--- config.mk ---
export PLATFORM = sky130hd
export DESIGN_NAME = text_mode_renderer
export DESIGN_NICKNAME = d
export VERILOG_FILES = /design/src/rtl/text_mode_renderer.sv
export SDC_FILE = /design/constraint.sdc
export NUM_CORES = 1
export LEC_CHECK = 0
export BUFFER_PORTS_ARGS = -buffer_cell sky130_fd_sc_hd__buf_2
export CELL_PAD_IN_SITES_DETAIL_PLACEMENT = 2
export CELL_PAD_IN_SITES_GLOBAL_PLACEMENT = 2
export CORE_MARGIN = 5
export CORE_UTILIZATION = 29
export DETAILED_ROUTE_END_ITERATION = 7
export PLACE_DENSITY_LB_ADDON = 0.1
export SLEW_MARGIN = 0
export SYNTH_ARGS = -nofsm -noshare
export SYNTH_HDL_FRONTEND = slang
export SYNTH_SLANG_ARGS = --single-unit
--- constraint.sdc ---
create_clock -name pixel_clk -period 2.5 [get_ports pixel_clk]
set_input_delay 0.25 -clock pixel_clk [delete_from_list [all_inputs] [get_ports pixel_clk]]
set_output_delay 0.25 -clock pixel_clk [all_outputs]
set_load 0.01 [all_outputs]
--- src/rtl/text_mode_renderer.sv ---
// Text-mode pixel pipeline: position -> character cell -> text RAM -> font ROM -> colour index.
// Five-cycle fixed latency on colour, de and both syncs, with a blinking underline cursor.
module text_mode_renderer #(
  parameter int   h_pixels     = 800,
  parameter int   char_w       = 8,
  parameter int   char_h       = 16,
  parameter int   cols         = 100,
  parameter int   rows         = 37,
  parameter int   blink_frames = 30,
  parameter logic h_pol        = 1'b1,
  parameter logic v_pol        = 1'b1
) (
  input  logic        pixel_clk,
  input  logic        reset,
  input  logic        en,
  input  logic [31:0] h_pos,
  input  logic [31:0] v_pos,
  input  logic        h_sync_in,
  input  logic        v_sync_in,
  input  logic [6:0]  cursor_col,
  input  logic [5:0]  cursor_row,
  input  logic        cursor_en,
  output logic [11:0] text_addr,
  input  logic [15:0] text_data,
  output logic [11:0] font_addr,
  input  logic [7:0]  font_data,
  output logic [3:0]  color,
  output logic        de,
  output logic        h_sync,
  output logic        v_sync
);

  localparam int               CW_SH      = $clog2(char_w);
  localparam int               CH_SH      = $clog2(char_h);
  localparam logic [31:0]      H_LIM      = 32'(h_pixels);
  localparam logic [31:0]      V_LIM      = 32'(rows * char_h);
  localparam logic [31:0]      COLS_U     = 32'(cols);
  localparam logic [31:0]      ROWS_U     = 32'(rows);
  localparam logic [11:0]      ADDR_COLS  = 12'(cols);
  localparam logic [CH_SH-1:0] CUR_LINE0  = CH_SH'(char_h - 2);
  localparam logic [CW_SH-1:0] PX_MAX     = CW_SH'(char_w - 1);
  localparam logic [5:0]       BLINK_LAST = 6'(blink_frames - 1);

  // Side-band stage index k holds the value registered at edge E(k+1).
  logic [11:0]            text_addr_q, text_addr_d;
  logic [11:0]            font_addr_q, font_addr_d;
  logic [3:0][CW_SH-1:0]  px_q, px_d;
  logic [1:0][CH_SH-1:0]  line_q, line_d;
  logic [3:0]             vld_pipe_q, vld_pipe_d;
  logic [3:0]             hit_q, hit_d;
  logic [1:0][3:0]        fg_q, fg_d;
  logic [1:0][3:0]        bg_q, bg_d;
  logic [3:0]             color_q, color_d;
  logic                   de_q, de_d;
  logic [4:0]             hs_sr_q, hs_sr_d;
  logic [4:0]             vs_sr_q, vs_sr_d;
  logic [5:0]             frame_cnt_q, frame_cnt_d;
  logic                   blink_on_q, blink_on_d;

  logic [31:0] row_w, col_w;
  logic        active, frame_start, cur_cell, cur_hit, pix;

  always_comb begin
    row_w       = v_pos >> CH_SH;
    col_w       = h_pos >> CW_SH;
    active      = (h_pos < H_LIM) && (v_pos < V_LIM) && en;
    frame_start = (h_pos == 32'd0) && (v_pos == 32'd0);
    // Out-of-range cursor positions must never match.
    cur_cell    = cursor_en && blink_on_q &&
                  ({25'd0, cursor_col} < COLS_U) && ({26'd0, cursor_row} < ROWS_U) &&
                  (col_w == {25'd0, cursor_col}) && (row_w == {26'd0, cursor_row});
    cur_hit     = active && cur_cell && (v_pos[CH_SH-1:0] >= CUR_LINE0);

    // E1: address and side-band capture
    text_addr_d   = active ? (row_w[11:0] * ADDR_COLS) + col_w[11:0] : 12'd0;
    px_d[0]       = h_pos[CW_SH-1:0];
    line_d[0]     = v_pos[CH_SH-1:0];
    vld_pipe_d[0] = active;
    hit_d[0]      = cur_hit;

    // E2: text RAM data in flight
    px_d[1]       = px_q[0];
    line_d[1]     = line_q[0];
    vld_pipe_d[1] = vld_pipe_q[0];
    hit_d[1]      = hit_q[0];

    // E3: glyph row fetch, attributes captured
    font_addr_d   = {text_data[7:0], line_q[1]};
    fg_d[0]       = text_data[11:8];
    bg_d[0]       = text_data[15:12];
    px_d[2]       = px_q[1];
    vld_pipe_d[2] = vld_pipe_q[1];
    hit_d[2]      = hit_q[1];

    // E4: font ROM data in flight
    fg_d[1]       = fg_q[0];
    bg_d[1]       = bg_q[0];
    px_d[3]       = px_q[2];
    vld_pipe_d[3] = vld_pipe_q[2];
    hit_d[3]      = hit_q[2];

    // E5: pixel select, cursor inverts the glyph bit
    pix     = font_data[PX_MAX - px_q[3]] ^ hit_q[3];
    color_d = 4'd0;
    de_d    = 1'b0;
    if (vld_pipe_q[3]) begin
      color_d = pix ? fg_q[1] : bg_q[1];
      de_d    = 1'b1;
    end

    hs_sr_d = {hs_sr_q[3:0], h_sync_in};
    vs_sr_d = {vs_sr_q[3:0], v_sync_in};

    frame_cnt_d = frame_cnt_q;
    blink_on_d  = blink_on_q;
    if (frame_start) begin
      if (frame_cnt_q == BLINK_LAST) begin
        frame_cnt_d = 6'd0;
        blink_on_d  = ~blink_on_q;
      end else begin
        frame_cnt_d = frame_cnt_q + 6'd1;
      end
    end
  end

  always_ff @(posedge pixel_clk or posedge reset) begin
    if (reset) begin
      text_addr_q <= '0;
      font_addr_q <= '0;
      px_q        <= '0;
      line_q      <= '0;
      vld_pipe_q  <= '0;
      hit_q       <= '0;
      fg_q        <= '0;
      bg_q        <= '0;
      color_q     <= '0;
      de_q        <= 1'b0;
      hs_sr_q     <= {5{~h_pol}};
      vs_sr_q     <= {5{~v_pol}};
      frame_cnt_q <= '0;
      blink_on_q  <= 1'b1;
    end else begin
      text_addr_q <= text_addr_d;
      font_addr_q <= font_addr_d;
      px_q        <= px_d;
      line_q      <= line_d;
      vld_pipe_q  <= vld_pipe_d;
      hit_q       <= hit_d;
      fg_q        <= fg_d;
      bg_q        <= bg_d;
      color_q     <= color_d;
      de_q        <= de_d;
      hs_sr_q     <= hs_sr_d;
      vs_sr_q     <= vs_sr_d;
      frame_cnt_q <= frame_cnt_d;
      blink_on_q  <= blink_on_d;
    end
  end

  assign text_addr = text_addr_q;
  assign font_addr = font_addr_q;
  assign color     = color_q;
  assign de        = de_q;
  assign h_sync    = hs_sr_q[4];
  assign v_sync    = vs_sr_q[4];

endmodule

=== Word level (Yosys, flattened, before mapping) ===
Index checks and enable logic that the tools add are counted.

* Reduce and logical (&&, ||, !) cells: 13
* $add $sub $neg: 3
* $mul: 1
* Bitwise gates (word level): 2
* Order comparisons: 6
* Equal/unequal tests: 3
* Muxes and demuxes: 7

{| class="wikitable"
|+ Operators with widths
! operator !! number
|-
| 32-bit zero test || 2
|-
| 32-bit by 10-bit < comparator with 1-bit output, second input constant || 2
|-
| 29-bit by 7-bit equality test with 1-bit output || 1
|-
| 28-bit by 6-bit equality test with 1-bit output || 1
|-
| 12-bit adder || 1
|-
| 12-bit by 5-bit multiplier with 10-bit output, second input constant || 1
|-
| 12-bit 2-to-1 mux || 1
|-
| 1-bit logical AND || 10
|-
| 4-bit 2-to-1 mux || 2
|-
| 7-bit < comparator, second input constant || 1
|-
| 6-bit by 1-bit adder with 6-bit output, second input constant || 1
|-
| 6-bit by 5-bit equality test with 1-bit output, second input constant || 1
|-
| 6-bit < comparator, second input constant || 1
|-
| 6-bit 2-to-1 mux || 1
|-
| 4-bit greater-or-equal comparator, second input constant || 1
|-
| 3-bit by 4-bit < comparator with 1-bit output, second input constant || 1
|-
| 1-bit binary-select mux with 3-bit select || 1
|-
| 3-bit subtractor, first input constant || 1
|-
| 1-bit 2-to-1 mux || 2
|-
| 2-bit AND reduction || 1
|-
| 1-bit NOT || 1
|-
| 1-bit XOR || 1
|}

* Output and inout port bits: 31
* Flip-flop bits (word level): 90
* Input bits: 107
* Word-level logic and storage cells: 55

=== Longest topological paths before layout ===
* Depth after elaboration: 7
* Mapped depth: 14
* Gate-level depth less buffers: 14

=== Worst setup path before layout ===
OpenSTA, ideal clock, no wires.

* Path kind: input port to flip-flop
* From: in v_pos[6]
* To: reg text_addr_q[11] (netlist: text_addr[11])
* Arrival: 2.835 ns
* Library setup time: 0.119 ns
* Path slack: -0.454 ns
* Buffers on the path: 0
* Required time: 2.381 ns
* Stages on the path: 11
* Path through: inv_1 ha_1 ha_1 fa_1 ha_1 xor2_1 ha_1 o41ai_1 o21ai_0 xnor2_1 nor2_1

* Longest elaborated chain between the ends: 4
* Elaborated cells on any way between the ends: 6
* Classes of those cells: add/sub: 1; mul: 1; order compare: 1; mux: 1; reduce/logical: 2

{| class="wikitable"
|+ RTL lines
! element !! line !! text
|-
| start, declared || 17 || <nowiki>input logic [31:0] v_pos,</nowiki>
|-
| parallel branches: the longest is 3 deep, another holds 12-bit by 5-bit multiplier with 10-bit output || -- ||
|-
| 12-bit 2-to-1 mux (*) || 75 || <nowiki>text_addr_d = active ? (row_w[11:0] * ADDR_COLS) + col_w[11:0] : 12'd0;</nowiki>
|-
| net text_addr_d[11] || 45 || <nowiki>logic [11:0] text_addr_q, text_addr_d;</nowiki>
|-
| end signal, assigned || 143 || <nowiki>text_addr_q <= text_addr_d;</nowiki>
|-
| end, declared || 45 ||
|}

Mark *: on every way through the listed nets, which the timed path passes.
A chain may end at the register's enable or synchronous reset.

=== Worst setup path in the final report ===
* From: in v_pos[5]
* To: reg text_addr_q[11] (netlist: text_addr[11])

The elaborated chain is that of the path after synthesis.

==> results_dict.tcl <==
set metrics [dict create \
    r2r_slack_ps 620 \
    clock_latency_ps 340 \
    rsz0062_at_grt "true" \
    clkTransAtPathRegs_ps 70 \
    avgSynthCellArea_um2 12.8 \
    antenna_found_initial 1 \
    synth_area_leader_cell "dfrtp_1" \
    cts_root_buf "clkbuf_16" \
    grt.met1_usage 0.163 \
    fin_nets 639 \
    yosysWarnings 0 \
    status "finished with violations" \
    hp-start "text_data[8]" \
    max_freq_mhz 394 \
    drt_wl_total_mm 11.0 \
    async_flop_share 1.00 \
    initial_utilization 0.297 \
    numPlacedInstances 644 \
    critPathLaunchType "input pin" \
    drive_gt1_frac 0.434 \
    critPathKind "input pin to flip-flop" \
    grt_use_met2 0.250 \
    drc 0 \
    drtIter0Drc 87 \
    grt_max_degree 91 \
    cts_sinks 90 \
    crit_chain "buf_12, ha_4, ha_4, fa_1, ha_4, a21o_1, a21oi_4, xnor2_4, ha_4, a21oi_2, o21ai_2, xnor2_1, nor2_1" \
    critical-path-slowest-cell "fa_1" \
    holdPathStages 1 \
    period_share 1.01 \
    multi_input_comb_area_um2 1850 \
    wire_per_inst_um 16.4 \
    slowest_delay_ps 570 \
    finalPower_mw 3.90 \
    end_kind "flip-flop" \
    reg2reg_from "px_q[9]$_DFF_PP0_" \
    area_growth_pct 46.3 \
    ys_top_cells_by_area "dfrtp_1 (56%), ha_1 (11%), xnor2_1 (4.4%)" \
    tightest_slew_ps 710 \
    regArea_um2 2250 \
    fin_skew_ps 5.96 \
    syn_inst 309 \
    numCtsBuffers 9 \
    syn_nets 455 \
    hold_end "fg_d[4]$_DFF_PP0_" \
    reg2reg_depth 5 \
    port_buffers 137 \
    place_hpwl_mm 8.72 \
    firstDrtPassIters 4 \
    synthFlopType "dfrtp_1" \
    ios 138 \
    switching_share 0.284 \
    synth_area_um2 3950 \
    crit_fanout 4 \
    drv_cap 0 \
    slew_violations 0 \
    violations "negative setup slack" \
    insertedDiodeCount 0 \
    vias_per_cell 4.54 \
    synth.most_common_cell "dfrtp_1" \
    reg2reg_to "color[1]$_DFF_PP0_" \
    stdcell_count 674 \
    ys_top_cells_by_count "dfrtp_1 (89), ha_1 (34), inv_1 (20), xnor2_1 (20), nor2_1 (19)" \
    internal_power_mw 2.79 \
    gp_congestion 0.786 \
    hp-class "input pin to flip-flop" \
    finalSetupViolCount 1 \
    yosysTopAreaCellShare 0.565 \
    num_rows 42 \
    top_usage_layer "met2" \
    synth.distinct_cells 35 \
    comb_power_share 0.273 \
    ir_worst_vdd_v 0.000333 \
    synth-edff-count 0 \
    leakagePower_nw 2.78 \
    core_um2 13300 \
    clockPowerShare 0.339 \
    finalHoldViolCount 0 \
    die_y_um 127 \
    power_per_cell_area_nw_per_um2 676 \
    cp.arrival_ps 2770 \
    cts_buffer_depth 2 \
    grt_first_pass_wirelength_mm 17.7 \
    fin_crit_ps 2540 \
    synth_seq_cells 90 \
    vias 3062 \
    seq_power_share 0.388 \
    setup_ws_ps -36.4 \
    drtAntennaViolNets 0 \
    slew_headroom 0.526 \
    cts_tree "built" \
    grt_pass1_vias 3549 \
    yosysSeqAreaShare 0.571 \
    track_usage 0.142 \
    finalSetupTns_ps -36.4 \
    die_w_um 127 \
    p_sw_mw 1.11 \
    gr-total-overflow 0 \
    required_ps 2730 \
    fill_cells 1380 \
    gr-usage-met3 0.0429 \
    cts_max_level 3 \
    cpMostUsedCell "ha_4" \
    fin_hold_ws_ps 17.2 \
    dieArea_um2 16000 \
]
## state kept, by name, summed over array words and instances, names as in the netlist
name	count
font_addr	12
text_addr	12
px_d	9
frame_cnt_q	6
hs_sr_q	5
vs_sr_q	5
bg_d	4
bg_q	4
color	4
fg_d	4
fg_q	4
font_addr_d	4
hit_q	4
line_d	4
vld_pipe_q	4
px_q	3
blink_on_q	1
de	1
## placed cells by master (no fill, tap or decap), types with 4 or more instances in the layout
cell	count
buf_12	4
a21oi_1	5
nand2_1	8
buf_4	24
o21ai_0	9
inv_8	4
dlygate4sd3_1	12
nand3_1	15
nor4_1	16
xnor2_1	19
fa_1	4
inv_1	15
nor3_1	5
clkbuf_16	9
nor2b_1	8
dfrtp_1	89
ha_1	18
mux2i_1	5
buf_2	133
a21o_1	5
ha_4	13
nor2_1	17
xor2_1	11
nand4_1	4
## critical path, delay by kind of cell
kind                       cells  cell delay (ps)
AOI/OAI and AO/OA              4              590
xor gates and xnor gates       2              320
adders and majority gates      5             1420
buffers and inverters          1              110
and+or+nand+nor                1               60
## power groups by stage
| stage | Clock (mW) | Combinational (mW) | Sequential [mW] |
|---|---|---|---|
| 2_1_floorplan | 0 | 0.531 | 1.55 |
| 3_3_place_gp | 0 | 0.859 | 1.54 |
| 3_5_place_dp | 0 | 0.886 | 1.54 |
| 4_1_cts | 1.37 | 0.998 | 1.52 |
| 5_1_grt | 1.43 | 1.18 | 1.52 |
| 6_report | 1.32 | 1.07 | 1.52 |
## final cells by class
class,count,share of cell area
Tap cell,176,0.0381
Clock inverter,6,0.00997
Inverter,20,0.0163
Multi-Input combinational cell,198,0.321
Timing Repair Buffer,174,0.183
Clock buffer,10,0.0414
Sequential cell,90,0.390
## timing repair
item                       CTS  global route
pin swaps                   14            18
setup buffers                2             1
resized for setup           21            16
hold buffers                 9             3
setup endpoints to repair    4             4
hold endpoints to repair     9             3
## logic make-up after synthesis
logic type	synth area share
simple gates	0.119
fa+ha+maj	0.133
mux	0.0289
xor+xnor	0.0688
compound gates	0.0571
buf+inv	0.0219
flops	0.571
## per-stage QoR
stage | setup WS (ps) | util | area, um^2
6_report | -36.4 | 0.434 | 5770
5_1_grt | -112 | 0.434 | 5770
4_1_cts | -37.4 | 0.426 | 5660
3_5_place_dp | -597 | 0.386 | 5130
3_3_place_gp | -504 | 0.386 | 5130
2_1_floorplan | -208 | - | 4050
## per-layer routing
metal / wire length, um / up-vias
met1: 4360 / 1499
met4: 242 / 2
met2: 5770 / 95
met3: 635 / 18
li1: - / 1448
met5: 13 / -
## how the worst max path moves through the flow
stage,end,startpoint,slack [ps]
after floorplan,text_addr[11]$_DFF_PP0_,v_pos[6],-210
after global placement,text_addr[11]$_DFF_PP0_,v_pos[6],-500
after detailed placement,text_addr[11]$_DFF_PP0_,v_pos[6],-600
after CTS,text_addr[11]$_DFF_PP0_,v_pos[6],-40
after global routing,text_addr[11]$_DFF_PP0_,v_pos[7],-110
final,text_addr[11]$_DFF_PP0_,v_pos[5],-40
No activity file was read; power rests on OpenSTA's default activity.
